<file path="config.mk">
export PLATFORM = sky130hd
export DESIGN_NAME = module_key_scan
export DESIGN_NICKNAME = d
export VERILOG_FILES = /design/src/rtl/key_scan_pkg.sv /design/src/rtl/module_key_scan_sync2.sv /design/src/rtl/module_key_scan.sv
export SDC_FILE = /design/constraint.sdc
export NUM_CORES = 1
export LEC_CHECK = 0
export BUFFER_PORTS_ARGS = -buffer_cell sky130_fd_sc_hd__buf_2
export CORE_ASPECT_RATIO = 1.4
export CORE_MARGIN = 2
export CORE_UTILIZATION = 68
export DETAILED_ROUTE_END_ITERATION = 8
export PLACE_DENSITY = 0.83
export RECOVER_POWER = 50
export SYNTH_ARGS = -nofsm -noshare
export SYNTH_HDL_FRONTEND = slang
export SYNTH_SLANG_ARGS = --single-unit
export TNS_END_PERCENT = 1
</file>
<file path="constraint.sdc">
create_clock -name clk -period 14.3 [get_ports clk]
set_input_delay 2.86 -clock clk [delete_from_list [all_inputs] [get_ports clk]]
set_output_delay 2.86 -clock clk [all_outputs]
set_load 0.02 [all_outputs]
</file>
<file path="src/rtl/key_scan_pkg.sv">
// Shared types and key map for the 4x4 keypad scanner.
// Imported by the scanner top and its helpers.
package key_scan_pkg;

   typedef enum logic [1:0] {
      IDLE,
      CAND,
      PRESSED,
      RELEASE
   } state_t;

   typedef enum logic [1:0] {
      NONE,
      SINGLE,
      MULTI
   } result_t;

   localparam logic [3:0] KEY_STAR = 4'hE;
   localparam logic [3:0] KEY_HASH = 4'hF;

   function automatic logic [3:0] keymap(
      input logic [1:0] row,
      input logic [1:0] col
   );
      logic [3:0] code;
      case ({row, col})
         4'b00_00: code = 4'h1;
         4'b00_01: code = 4'h2;
         4'b00_10: code = 4'h3;
         4'b00_11: code = 4'hA;
         4'b01_00: code = 4'h4;
         4'b01_01: code = 4'h5;
         4'b01_10: code = 4'h6;
         4'b01_11: code = 4'hB;
         4'b10_00: code = 4'h7;
         4'b10_01: code = 4'h8;
         4'b10_10: code = 4'h9;
         4'b10_11: code = 4'hC;
         4'b11_00: code = KEY_STAR;
         4'b11_01: code = 4'h0;
         4'b11_10: code = KEY_HASH;
         default:  code = 4'hD;
      endcase
      return code;
   endfunction

endpackage

</file>
<file path="src/rtl/module_key_scan_sync2.sv">
// Two-flop synchronizer with a synchronous reset value.
// Used to bring the asynchronous keypad rows into the clock domain.
module module_sync2 #(
   parameter int               WIDTH   = 4,
   parameter logic [WIDTH-1:0] RST_VAL = '1
) (
   input  logic             clk,
   input  logic             rst,
   input  logic [WIDTH-1:0] d,
   output logic [WIDTH-1:0] q
);

   logic [WIDTH-1:0] meta;

   always_ff @(posedge clk) begin
      if (rst) begin
         meta <= RST_VAL;
         q    <= RST_VAL;
      end else begin
         meta <= d;
         q    <= meta;
      end
   end

endmodule

</file>
<file path="src/rtl/module_key_scan.sv">
// 4x4 keypad scanner: column drive, row sampling, whole-scan debounce
// and a single-cycle strobe per accepted press.
module module_key_scan
   import key_scan_pkg::*;
#(
   parameter int SCAN_TICKS     = 27000,
   parameter int DEBOUNCE_SCANS = 4
) (
   input  logic       clk,
   input  logic       rst,
   input  logic [3:0] row,
   output logic [3:0] column,
   output logic [3:0] key_code,
   output logic       key_valid,
   output logic       key_held
);

   localparam int TW = $clog2(SCAN_TICKS);
   localparam int CW = $clog2(DEBOUNCE_SCANS + 1);

   logic [TW-1:0]   tick;
   logic [1:0]      col_idx;
   logic [3:0]      row_s;
   logic [2:0][3:0] hits;
   logic            last_tick;

   module_sync2 #(.WIDTH(4), .RST_VAL(4'b1111)) u_sync (
      .clk (clk),
      .rst (rst),
      .d   (row),
      .q   (row_s)
   );

   assign last_tick = (tick == TW'(SCAN_TICKS - 1));
   assign column    = ~(4'b0001 << col_idx);

   always_ff @(posedge clk) begin
      if (rst) begin
         tick    <= '0;
         col_idx <= 2'd0;
         hits    <= '0;
      end else if (last_tick) begin
         tick    <= '0;
         col_idx <= col_idx + 2'd1;
         for (int c = 0; c < 3; c++)
            if (col_idx == 2'(c)) hits[c] <= ~row_s;
      end else begin
         tick <= tick + TW'(1);
      end
   end

   // Column 3 is taken live so the result is ready at its sample edge.
   logic [3:0][3:0] cur;
   logic [1:0]      n_keys;
   logic [3:0]      k_next;
   result_t         res_next;

   always_comb begin
      cur    = {~row_s, hits};
      n_keys = 2'd0;
      k_next = 4'h0;
      for (int c = 0; c < 4; c++) begin
         for (int r = 0; r < 4; r++) begin
            if (cur[c][r]) begin
               if (n_keys != 2'd2) n_keys = n_keys + 2'd1;
               k_next = keymap(2'(r), 2'(c));
            end
         end
      end
      case (n_keys)
         2'd0:    res_next = NONE;
         2'd1:    res_next = SINGLE;
         default: res_next = MULTI;
      endcase
   end

   logic       res_valid;
   result_t    res;
   logic [3:0] res_key;

   always_ff @(posedge clk) begin
      if (rst) begin
         res_valid <= 1'b0;
         res       <= NONE;
         res_key   <= 4'h0;
      end else begin
         res_valid <= last_tick && (col_idx == 2'd3);
         res       <= res_next;
         res_key   <= k_next;
      end
   end

   state_t        state, state_n;
   logic [3:0]    cand, cand_n;
   logic [CW-1:0] cnt, cnt_n;
   logic [3:0]    code_n;
   logic          valid_n, held_n;

   always_ff @(posedge clk) begin
      if (rst) begin
         state     <= IDLE;
         cand      <= 4'h0;
         cnt       <= '0;
         key_code  <= 4'h0;
         key_valid <= 1'b0;
         key_held  <= 1'b0;
      end else begin
         state     <= state_n;
         cand      <= cand_n;
         cnt       <= cnt_n;
         key_code  <= code_n;
         key_valid <= valid_n;
         key_held  <= held_n;
      end
   end

   always_comb begin
      state_n = state;
      cand_n  = cand;
      cnt_n   = cnt;
      code_n  = key_code;
      valid_n = 1'b0;
      held_n  = key_held;
      if (res_valid) begin
         unique case (state)
            IDLE: begin
               if (res == SINGLE) begin
                  state_n = CAND;
                  cand_n  = res_key;
                  cnt_n   = CW'(1);
               end
            end
            CAND: begin
               if (res == SINGLE && res_key == cand) begin
                  if (cnt >= CW'(DEBOUNCE_SCANS - 1)) begin
                     state_n = PRESSED;
                     cnt_n   = CW'(DEBOUNCE_SCANS);
                     code_n  = cand;
                     valid_n = 1'b1;
                     held_n  = 1'b1;
                  end else begin
                     cnt_n = cnt + CW'(1);
                  end
               end else if (res == SINGLE) begin
                  cand_n = res_key;
                  cnt_n  = CW'(1);
               end else begin
                  state_n = IDLE;
                  cnt_n   = '0;
               end
            end
            PRESSED: begin
               if (res == NONE) begin
                  state_n = RELEASE;
                  cnt_n   = CW'(1);
               end
            end
            RELEASE: begin
               if (res != NONE) begin
                  state_n = PRESSED;
                  cnt_n   = '0;
               end else if (cnt >= CW'(DEBOUNCE_SCANS - 1)) begin
                  state_n = IDLE;
                  cnt_n   = '0;
                  held_n  = 1'b0;
               end else begin
                  cnt_n = cnt + CW'(1);
               end
            end
            default: state_n = IDLE;
         endcase
      end
   end

endmodule

</file>
; ---- After elaboration in Yosys (flattened, before gate mapping)
; Index checks and enable logic that the tools add are counted.
; Widths: inputs -> output; s select.
[op_classes]
reduce_logical = 20
n_mux = 73
addsub = 18
eq_ne = 35
magnitude_cmp = 1
n_shift = 1
n_bitwise = 5
[op_table]
columns = op, count
row1 = $mux 2, 37
row2 = $mux 4, 17
row3 = $ne 2x2->1 const B, 22
row4 = $add 2x1->2 const B, 16
row5 = $mux 3, 6
row6 = $add 15x1->15 const B, 1
row7 = $eq 15x15->1 const B, 1
row8 = $pmux 3 s4, 1
row9 = $reduce_and 6->1, 2
row10 = $ne 3x3->1 const B, 3
row11 = $eq 2x1->1 const B, 4
row12 = $eq 2x2->1 const B, 4
row13 = $logic_not 2->1, 4
row14 = $mux 1, 8
row15 = $not 4->4, 2
row16 = $pmux 2 s4, 1
row17 = $pmux 4 s2, 1
row18 = $reduce_and 2->1, 3
row19 = $reduce_and 3->1, 2
row20 = $reduce_bool 2->1, 3
row21 = $eq 4x4->1, 1
row22 = $pmux 2 s2, 1
row23 = $reduce_and 4->1, 1
row24 = $reduce_or 4->1, 1
row25 = 8 further kinds, 11
[word_totals]
word_cells = 170
inputBits = 6
out_inout_bits = 10
register_bits = 59

; ---- Longest topological paths before layout
[depth]
word_depth = 48
mapped_depth = 25
depth_no_buf = 22

; ---- Hierarchy
; A second synthesis with hierarchy kept.
[hier_totals]
cells_unflattened = 513
hier_area_um2 = 4180.3
[modules_own_cells]
columns = mod, n_inst, cells_per_inst, seq_area_each_um2, area_per_inst_um2
row1 = module_key_scan, 1, 497, 1021.0, 3970.1
row2 = module_sync2, 1, 16, 160.2, 210.2

; ---- Worst setup path before layout
; Ideal clock, no wire load.
[synth_path]
path_type = register -> register
from = register hits (netlist bit cur[0])
to = register res[0]
setup_time_ps = 79
setup_slack_ps = 8771
required_ps = 14221
path_stages_with_launch = 25
arrival_ps = 5449
period_less_slack_ps = 5529
n_path_buf = 2
cell_sequence = dfxtp_1 > inv_1 > ha_1 > nor3b_2 > or3_1 > nor4_2 > or2_1 > buf_6 > mux2i_1 > and3_1 > buf_2 > nor3_1 > a211o_1 > or3_1 > o2111ai_1 > nor2_1 > a2111oi_1 > a221oi_2 > or3b_1 > nand4_1 > nand3_2 > ha_1 > nand2b_1 > o2111ai_1 > a211oi_2
[synth_via]
elab_chain_len = 48
elab_cells_between_ends = 64
classes_between = add/sub: 15 / eq/ne: 16 / mux: 32 / reduce/logical: 1
[synth_lines]
columns = element, line_no
row1 = start: declaration, module_key_scan.sv:24  ; logic [2:0][3:0] hits;
row2 = start signal: indexed assignment, module_key_scan.sv:46  ; if (col_idx == 2'(c)) hits[c] <= ~row_s;
row3 = $mux 1 (*), module_key_scan.sv:64  ; if (cur[c][r]) begin
row4 = $add 2x1->2 or $ne 2x2->1 (tied branches), module_key_scan.sv:65  ; if (n_keys != 2'd2) n_keys = n_keys + 2'd1;
row5 = $mux 2, module_key_scan.sv:65
row6 = $mux 2 (*), module_key_scan.sv:64
row7 = $add 2x1->2 or $ne 2x2->1 (tied branches), module_key_scan.sv:65
row8 = $mux 2, module_key_scan.sv:65
row9 = $mux 2 (*), module_key_scan.sv:64
row10 = $add 2x1->2 or $ne 2x2->1 (tied branches), module_key_scan.sv:65
row11 = [32 not listed], -
row12 = $add 2x1->2 or $ne 2x2->1 (tied branches), module_key_scan.sv:65
row13 = $mux 2, module_key_scan.sv:65
row14 = $mux 2 (*), module_key_scan.sv:64
row15 = $add 2x1->2 or $ne 2x2->1 (tied branches), module_key_scan.sv:65
row16 = $mux 2, module_key_scan.sv:65
row17 = $mux 2 (*), module_key_scan.sv:64
row18 = $eq 2x1->1 or $logic_not 2->1 (tied branches), module_key_scan.sv:70  ; case (n_keys)
row19 = $pmux 2 s2 (*), module_key_scan.sv:70
row20 = end signal: assignment, module_key_scan.sv:88  ; res <= res_next;
row21 = end: declaration, module_key_scan.sv:78  ; result_t res;
; Mark *: on every way between the ends. The rest lies on a longest branch, timed or not.
; A chain may end at the register's enable or synchronous reset.

; ---- Worst setup path in the final report
[layout_path]
from = register hits (netlist bit cur[1])
to = register res[0]
[layout_via]
elab_chain_len = 45
elab_cells_between_ends = 60
classes_between = add/sub: 14 / eq/ne: 15 / mux: 30 / reduce/logical: 1
[layout_lines]
columns = element, line_no
row1 = $mux 2 (*), module_key_scan.sv:64
row2 = $add 2x1->2 or $ne 2x2->1 (tied branches), module_key_scan.sv:65
row3 = $mux 2, module_key_scan.sv:65
row4 = $mux 2 (*), module_key_scan.sv:64
row5 = $add 2x1->2 or $ne 2x2->1 (tied branches), module_key_scan.sv:65
row6 = $mux 2, module_key_scan.sv:65
row7 = $mux 2 (*), module_key_scan.sv:64
row8 = $add 2x1->2 or $ne 2x2->1 (tied branches), module_key_scan.sv:65
row9 = [29 not listed], -
row10 = $add 2x1->2 or $ne 2x2->1 (tied branches), module_key_scan.sv:65
row11 = $mux 2, module_key_scan.sv:65
row12 = $mux 2 (*), module_key_scan.sv:64
row13 = $add 2x1->2 or $ne 2x2->1 (tied branches), module_key_scan.sv:65
row14 = $mux 2, module_key_scan.sv:65
row15 = $mux 2 (*), module_key_scan.sv:64
row16 = $eq 2x1->1 or $logic_not 2->1 (tied branches), module_key_scan.sv:70
row17 = $pmux 2 s2 (*), module_key_scan.sv:70
; Marks and branches as above.

==> impl_metrics.tcl <==
set metrics [dict create \
    clk_pin_slew_ps 70 \
    cts_setup_buffers 0 \
    hold_path.class "register to register" \
    timing.final.hold_violations 0 \
    slowest_delay_ps 580 \
    grt_pass1_vias 3965 \
    rsz0062_at_grt "no" \
    postSynthAreaPerCell_um2 8.16 \
    cp_slowest_cell "a311oi_1" \
    async_reset_ff_share_pct 0 \
    ir_drop_mv 0.0905 \
    setup_tns_ps 0 \
    start_util_pct 70.9 \
    maxCapViolations 1 \
    antenna_found_initial 0 \
    endpoint_kind "register" \
    final_util_pct 74.7 \
    portBuffers 15 \
    n_antenna_cell 0 \
    status "complete, but fails checks" \
    ctsResizeCount 0 \
    slew_headroom_pct -7.18 \
    vias 4155 \
    reg2reg_depth 22 \
    ys_types 90 \
    rows 34 \
    vias_per_cell 6.76 \
    clkLatencyLatePin_ps 340 \
    drt_iter0_drc 217 \
    min_period_over_period_pct 45.6 \
    antenna_left 0 \
    arrival_ps 6780 \
    routedWlPerCell_um 16.5 \
    die_area_um2 7200 \
    crit_top_cell "ha_1" \
    postCtsHoldBufs 0 \
    holdPathEnd "u_sync.q[2]" \
    cp.required_ps 14560 \
    cp_cell_sequence "inv_1, ha_1, nor3b_2, or3_1, nor4_2, or2_1, mux2i_1, and3_1, nor4_1, nor3_1, nand3_1, a311oi_1, o211ai_1, o2111a_1, a211o_1, a31oi_1, o22ai_1, xnor2_1, ha_1, nand2b_1, o2111ai_1, a211oi_2" \
    ys_ff_latch 59 \
    ff2ff_setup_slack_ps 7780 \
    cts_buffer_depth 2 \
    synthTopCellsByArea "dfxtp_1, nor2_1, ha_1" \
    place_ws_ps 7910 \
    final-setup-viol-count 0 \
    crit_fanout 13 \
    p_leak_nw 1.75 \
    fmax_mhz 153 \
    final-max-slew-violation-count 43 \
    synth-seq-area-share_pct 26.6 \
    drive_gt1_share_pct 14.0 \
    min_from "u_sync.meta[2]" \
    fillers 459 \
    synth-edff-count 0 \
    grt_max_degree 43 \
    nets 557 \
    htreeDepth 3 \
    crit_cells 22 \
    cts_root_buf "clkbuf_8" \
    grt.overflow.total 0 \
    final.setup_skew_ps 7.62 \
    critPathTopFamily "simple AND/OR/NAND/NOR gates" \
    gp_congestion 0.946 \
    cts_tree "built" \
    core-area_um2 6250 \
    synth.top_cells.by_count "nor2_1, dfxtp_1, nand2_1" \
    syn-cell-area_um2 4440 \
    dr.pass1.iters 6 \
    yosysMostFrequentCell "nor2_1" \
    path_class "register to register" \
    synth_ff_type "dfxtp_1" \
    cp_num_buf_inv 1 \
    period_needed_ps 6520 \
    worstMarginPinSlew_ps 1610 \
    numCtsBuffers 9 \
    hpwl_mm 7.28 \
    drc_errors 0 \
    synth_top_area_share_pct 26.6 \
    routed_wl_mm 10.2 \
    finalPower_mw 0.344 \
    setup_slack_ps 7780 \
    gr-usage-all-layers_pct 30.2 \
    r2r_start "cur[1]" \
    ys_warn_count 0 \
    die_x_um 72.3 \
    grt_pass1_wl_mm 17.7 \
    synthCells 544 \
    syn_to_final_growth_pct 5.27 \
    hold_depth 1 \
    power_density_nw_per_um2 73.6 \
    violations "max-capacitance violations, max-slew violations" \
    die_h_um 99.6 \
    r2r_end "res[0]" \
    syn_nets 563 \
    io_pins 16 \
    synth_top_cell_by_area "dfxtp_1" \
    cp-start-kind "register" \
    clkSinkCount 59 \
]
==> kinds of logic (layout without fill, tap and decap cells) <==
logic type | count (synthesis) | after routing | synth area share, %
fa+ha+maj | 13 | 13 | 3.67
xor+xnor | 26 | 26 | 5.89
flops | 59 | 59 | 26.6
compound gates | 167 | 167 | 31.0
buf+inv | 58 | 57 | 5.41
simple gates | 209 | 209 | 24.7
mux | 12 | 12 | 2.74
==> metrics by stage <==
| stage | std cells | hold WS [ps] | area, um^2 |
|---|---|---|---|
| floorplan | 544 | 389 | 4440 |
| global placement | 599 | 390 | 4460 |
| detailed placement | 599 | 393 | 4460 |
| CTS | 615 | 411 | 4670 |
| global route | 615 | 439 | 4670 |
| finish | 615 | 411 | 4670 |
==> where the power goes <==
part	switching (mW)	internal, mW	leakage, nW
clock	0.0635	0.0940	0.108
sequential	0.00373	0.167	0.479
combinational	0.00855	0.00649	1.16
==> cell type report <==
| cell class | instances | area (um^2) | share of cell area [%] |
|---|---|---|---|
| Clock buffer | 12 | 165 | 3.54 |
| Clock inverter | 4 | 47.5 | 1.02 |
| Timing Repair Buffer | 15 | 73.8 | 1.58 |
| Inverter | 26 | 97.6 | 2.09 |
| Multi-Input combinational cell | 427 | 3020 | 64.6 |
| Tap cell | 72 | 90.1 | 1.93 |
| Sequential cell | 59 | 1180 | 25.3 |
==> flip-flops by register name, indices dropped and copies added, names as in the netlist, 2 cells and up <==
name         cells
res              2
key_code         4
u_sync.q         4
cand             4
col_idx          2
cnt              3
cur             12
tick            15
state            2
res_key          4
u_sync.meta      4
==> cells in the final DEF (no fill, tap or decap), types with 13 or more instances in the layout <==
master / n
nand2_1: 33
inv_1: 26
a211oi_1: 20
dfxtp_1: 59
a21oi_1: 24
nor2_1: 60
nor3_1: 24
buf_2: 14
ha_1: 13
xnor2_1: 15
o21ai_0: 15
==> how the worst max path moves through the flow <==
| stage | from | to | slack, ps |
|---|---|---|---|
| after global placement | cur[0] | res[1] | 8250 |
| after global routing | cur[1] | res[0] | 7160 |
| after detailed placement | cur[0] | res[0] | 7910 |
| final | cur[1] | res[0] | 7780 |
| after floorplan | cur[0] | res[0] | 8770 |
| after CTS | cur[1] | res[0] | 7880 |
==> per-layer routing <==
layer  up-vias  part of all wire (%)  GRT usage, %
met3        34                   3.9          5.67
met4         0                   3.2          15.5
met2       133                    51          52.8
met5         -                     0             0
met1      1951                    42          34.4
li1       2037                     -             -
No activity file was read; power rests on OpenSTA's default activity.
